--- config.mk ---
export PLATFORM = sky130hd
export DESIGN_NAME = clk_tick_gen
export DESIGN_NICKNAME = d
export VERILOG_FILES = /design/src/rtl/clk_tick_gen.sv
export SDC_FILE = /design/constraint.sdc
export NUM_CORES = 1
export LEC_CHECK = 0
export CORE_ASPECT_RATIO = 1.2
export CORE_MARGIN = 2
export CORE_UTILIZATION = 55
export DETAILED_ROUTE_END_ITERATION = 12
export PLACE_DENSITY = 0.73
export SLEW_MARGIN = 20
export SYNTH_ARGS = -nofsm -noshare
export SYNTH_HDL_FRONTEND = slang
export SYNTH_SLANG_ARGS = --single-unit
--- constraint.sdc ---
create_clock -name clk_in_100m_hz -period 5.98 [get_ports clk_in_100m_hz]
set_input_delay 0.598 -clock clk_in_100m_hz [delete_from_list [all_inputs] [get_ports clk_in_100m_hz]]
set_output_delay 0.598 -clock clk_in_100m_hz [all_outputs]
set_load 0.05 [all_outputs]
--- src/rtl/clk_tick_gen.sv ---
// Multi-channel clock-enable generator: per-channel tick pulse and square wave
// with runtime-loadable divisors, pause, shadowed reload and phase-aligned restart.
module clk_tick_gen #(
   parameter int                       NUM_CH   = 2,
   parameter int                       CNT_W    = 20,
   parameter int                       SEL_W    = 1,
   parameter logic [NUM_CH*CNT_W-1:0]  DIV_INIT = {20'd1000000, 20'd100000}
) (
   input  logic              clk_in_100m_hz,
   input  logic              rst,
   input  logic [NUM_CH-1:0] en,
   input  logic              sync_restart,
   input  logic              div_wr,
   input  logic [SEL_W-1:0]  div_sel,
   input  logic [CNT_W-1:0]  div_data,
   output logic [NUM_CH-1:0] div_pending,
   output logic [NUM_CH-1:0] tick,
   output logic [NUM_CH-1:0] clk_out
);

   logic [CNT_W-1:0]  cnt_q [NUM_CH];
   logic [CNT_W-1:0]  cnt_d [NUM_CH];
   logic [CNT_W-1:0]  cnt_nx [NUM_CH];
   logic [CNT_W-1:0]  div_q [NUM_CH];
   logic [CNT_W-1:0]  div_d [NUM_CH];
   logic [CNT_W-1:0]  shd_q [NUM_CH];
   logic [CNT_W-1:0]  shd_d [NUM_CH];
   logic [NUM_CH-1:0] pend_q, pend_d;
   logic [NUM_CH-1:0] tick_q, tick_d;
   logic [NUM_CH-1:0] clk_q, clk_d;
   logic [NUM_CH-1:0] wr_hit;
   logic [NUM_CH-1:0] wrap;

   function automatic logic [CNT_W-1:0] clamp_div(input logic [CNT_W-1:0] v);
      return (v < CNT_W'(2)) ? CNT_W'(2) : v;
   endfunction

   // The active divisor always takes the shadow at a wrap or restart: when
   // nothing is pending the shadow already equals the active divisor.
   always_comb begin
      for (int i = 0; i < NUM_CH; i++) begin
         wr_hit[i] = div_wr && (div_sel == SEL_W'(i));
         wrap[i]   = en[i] && (cnt_q[i] == div_q[i] - CNT_W'(1));
         cnt_nx[i] = wrap[i] ? '0 : cnt_q[i] + CNT_W'(1);

         cnt_d[i]  = cnt_q[i];
         div_d[i]  = div_q[i];
         shd_d[i]  = wr_hit[i] ? clamp_div(div_data) : shd_q[i];
         pend_d[i] = pend_q[i] | wr_hit[i];
         tick_d[i] = 1'b0;
         clk_d[i]  = 1'b0;

         if (sync_restart) begin
            cnt_d[i]  = '0;
            div_d[i]  = shd_q[i];
            pend_d[i] = wr_hit[i];
         end else if (en[i]) begin
            cnt_d[i]  = cnt_nx[i];
            tick_d[i] = wrap[i];
            clk_d[i]  = cnt_nx[i] < (div_q[i] >> 1);
            if (wrap[i]) begin
               div_d[i]  = shd_q[i];
               pend_d[i] = wr_hit[i];
            end
         end
      end
   end

   always_ff @(posedge clk_in_100m_hz) begin
      if (rst) begin
         for (int i = 0; i < NUM_CH; i++) begin
            cnt_q[i] <= '0;
            div_q[i] <= clamp_div(DIV_INIT[i*CNT_W +: CNT_W]);
            shd_q[i] <= clamp_div(DIV_INIT[i*CNT_W +: CNT_W]);
         end
         pend_q <= '0;
         tick_q <= '0;
         clk_q  <= '0;
      end else begin
         for (int i = 0; i < NUM_CH; i++) begin
            cnt_q[i] <= cnt_d[i];
            div_q[i] <= div_d[i];
            shd_q[i] <= shd_d[i];
         end
         pend_q <= pend_d;
         tick_q <= tick_d;
         clk_q  <= clk_d;
      end
   end

   assign div_pending = pend_q;
   assign tick        = tick_q;
   assign clk_out     = clk_q;

endmodule

==> results.toml <==
[outcome]
outcome = "completed"

[finish]
finalInstanceArea_sq_um = 9180
layout-drive-gt1-share = 0.0586
fillCellCount = 1396
diodes = 0
syn_to_final_growth_pct = 10.3
fin_util = 0.616
final_cells = 1296
nNetsFinal = 1147

[global_routing]
track_usage = 0.273
overflow = 0
grt_pass1_wl_um = 35300
grt_max_degree = 92
antenna_found_initial = 0
grt_pass1_vias = 7229

[power]
power_leakage_nw = 3.57
p_total_mw = 2.04
vdd_ir_drop_max_uv = 227
power.density_nw_per_um2 = 222

[critical_path]
required_ns = 6.34
crit_slowest_cell = "a21oi_2"
reg2reg_depth = 19
path_class = "reg2reg"
cp-startpoint = "div_q[0][21]"
path_max_fanout = 18
timing.rr.start = "div_q[0][21]"
path_buf_inv = 1
rr_endpoint = "clk_out[1]"
critPathMaxStageDelay_ns = 0.60
arrival_ns = 5.19
critPathLaunchType = "flip-flop"
crit_path_end_kind = "flip-flop"
r2r_slack_ns = 1.15
worstPathCellList = "inv_1 > ha_1 > or4b_1 > or3_1 > a211oi_1 > nand2_1 > nor4b_1 > nand4b_1 > a21oi_2 > nor2_1 > ha_1 > a21o_1 > a21oi_1 > o21ai_0 > a31oi_1 > o21ai_0 > o211ai_1 > o21a_1 > o221a_2"
critPathTopFamily = "compound AO/OA/AOI/OAI gates"

[sta]
relSlewSlack = 0.313
hold_viol = 0
finalSetupViolCount = 0
rsz0062_at_grt = "false"
timing.final.ws_setup_ns = 1.15
final.min_clock_period_ns = 4.83
final.setup_skew_ns = 0.0109
drv_slew = 0
timing.final.crit_share = 0.808
fin_setup_tns_ns = 0
max_freq_mhz = 207
holdWs_ns = 0.451
tightest_slew_ns = 1.03

[clock_network]
clk_pin_slew_ns = 0.07
post_cts_buffers = 0
clkLatencyLatePin_ns = 0.42
htreeDepth = 4
holdBufCountCts = 0
cts_tree = "built"
post_cts_resized = 0
numCtsBuffers = 17
clock_path_buffers = 2
cts_sinks = 126
cts_root_buffer = "clkbuf_16"

[synthesis]
synth_seq_area_share = 0.303
yosys.area_share.simple = 0.312
synthDistinctLibCells = 65
synth_most_common_cell = "nand2_1"
synth_compound_area_frac = 0.153
synth_xor_area_frac = 0.0905
synth_area_sq_um = 8330
synth.area.top_cells = "dfxtp_1, xnor2_1, ha_1"
synthMuxAreaShare = 0.0194
synth_edf_count = 0
synth_flop_cell = "dfxtp_1"
async_flop_share = 0
yosysTopAreaCell = "dfxtp_1"
synth_top_family_by_area = "simple AND/OR/NAND/NOR gates"
yosys_warnings = 0
synth_cells = 1099
synth_nets = 1166
synth_top_area_frac = 0.303
synthTopCellsByCount = "nand2_1, dfxtp_1, nor2_1, a21oi_1, clkbuf_1"
ys_seq_elements = 126
synth_adder_area_share = 0.0601
avgSynthCellArea_sq_um = 7.58

[min_path]
min_from = "shd_q[0][25]"
hp-class = "reg2reg"
whs_path_depth = 2
min_to = "shd_q[0][25]"

[place]
dp_slack_ns = 1.26
dpl_cell_area_sq_um = 8650
portBuffers = 32
place_hpwl_um = 15700
gp_congestion = 0.958
placed_cells = 1265

[floorplan]
fp-row-count = 49
coreArea_sq_um = 14900
die_h_um = 139
ioPinCount = 33
die_x_um = 116
die-area_sq_um = 16100
start_util = 0.559

[detailed_routing]
totalWireLength_um = 21500
wl_per_cell_um = 16.6
drcViolationCount = 0
via_per_inst = 5.83
antenna_left = 0
vias = 7561
drtIter0Drc = 588
drt_pre_antenna_iters = 5

[flow_run]
maxCapViolCount = 0
flip-flops by register name (all words and copies together) (netlist names):
| register | cells |
|---|---|
| div_pending | 2 |
| shd_q | 40 |
| tick | 2 |
| cnt_q | 40 |
| div_q | 40 |
| clk_out | 2 |
worst register-to-register path: cells and delay by family, from the launching register on:
family | cells | cell delay, ns
AOI/OAI and AO/OA | 10 | 2.23
adders and majority gates | 2 | 0.58
and+or+nand+nor | 6 | 1.53
buffers and inverters | 1 | 0.10
DFF | 1 | 0.35
layout by cell type (no fill, tap or decap), drive strengths merged, types with 6 or more instances in the layout:
cell type      count
nand3b            19
or3                6
nor4b              8
a21oi             72
a211o              7
mux2i             15
buf               10
nor2             101
a211oi            12
nor3b             14
or4                6
and4               7
clkbuf            17
ha                40
o21ai             47
nand2b            15
clkdlybuf4s50     31
nor2b             23
xor2              27
a21o               8
and2               8
dfxtp            126
o21a              16
nand3             52
nand4             21
nor3              35
inv               56
a31oi              8
clkinvlp           7
and3              19
nand2            128
nor4              25
xnor2             59
cell families after synthesis:
logic type               count (synthesis)
multiplexers                            16
AO/OA/AOI/OAI                          202
AND/OR/NAND/NOR                        499
flip-flops                             126
XOR/XNOR                                86
adder cells (fa/ha/maj)                 40
buffers and inverters                  130
metal layers:
layer | global-route usage | wire length [um] | vias to the layer above | share of wire
met1 | 0.327 | 9010 | 3534 | 0.42
met2 | 0.472 | 10900 | 166 | 0.51
met4 | 0.118 | 842 | 0 | 0.039
li1 | - | - | 3798 | -
met3 | 0.0490 | 678 | 63 | 0.032
met5 | 0 | 0 | - | 0
worst max-delay path by stage:
stage	end	cells past startpoint
final	clk_out[1]	19
after global routing	clk_out[0]	16
after CTS	clk_out[1]	19
after detailed placement	clk_out[0]	16
after global placement	clk_out[1]	19
after floorplan	clk_out[0]	23
final cells by class:
cell class              count  area, sq um  share of cell area
clock buffers              17          425              0.0463
clock inverters            14          113              0.0123
inverters                  51          191              0.0208
multi-input cells         843         5290               0.576
flip-flops and latches    126         2520               0.275
well taps                 204          255              0.0278
repair buffers             41          383              0.0417
power by group:
part | internal, mW | leakage (nW) | switching [mW]
Combinational | 0.0778 | 2.31 | 0.114
Clock | 0.534 | 0.243 | 0.419
Sequential | 0.865 | 1.03 | 0.0265
Note: power is estimated with default switching activity, not from simulation.
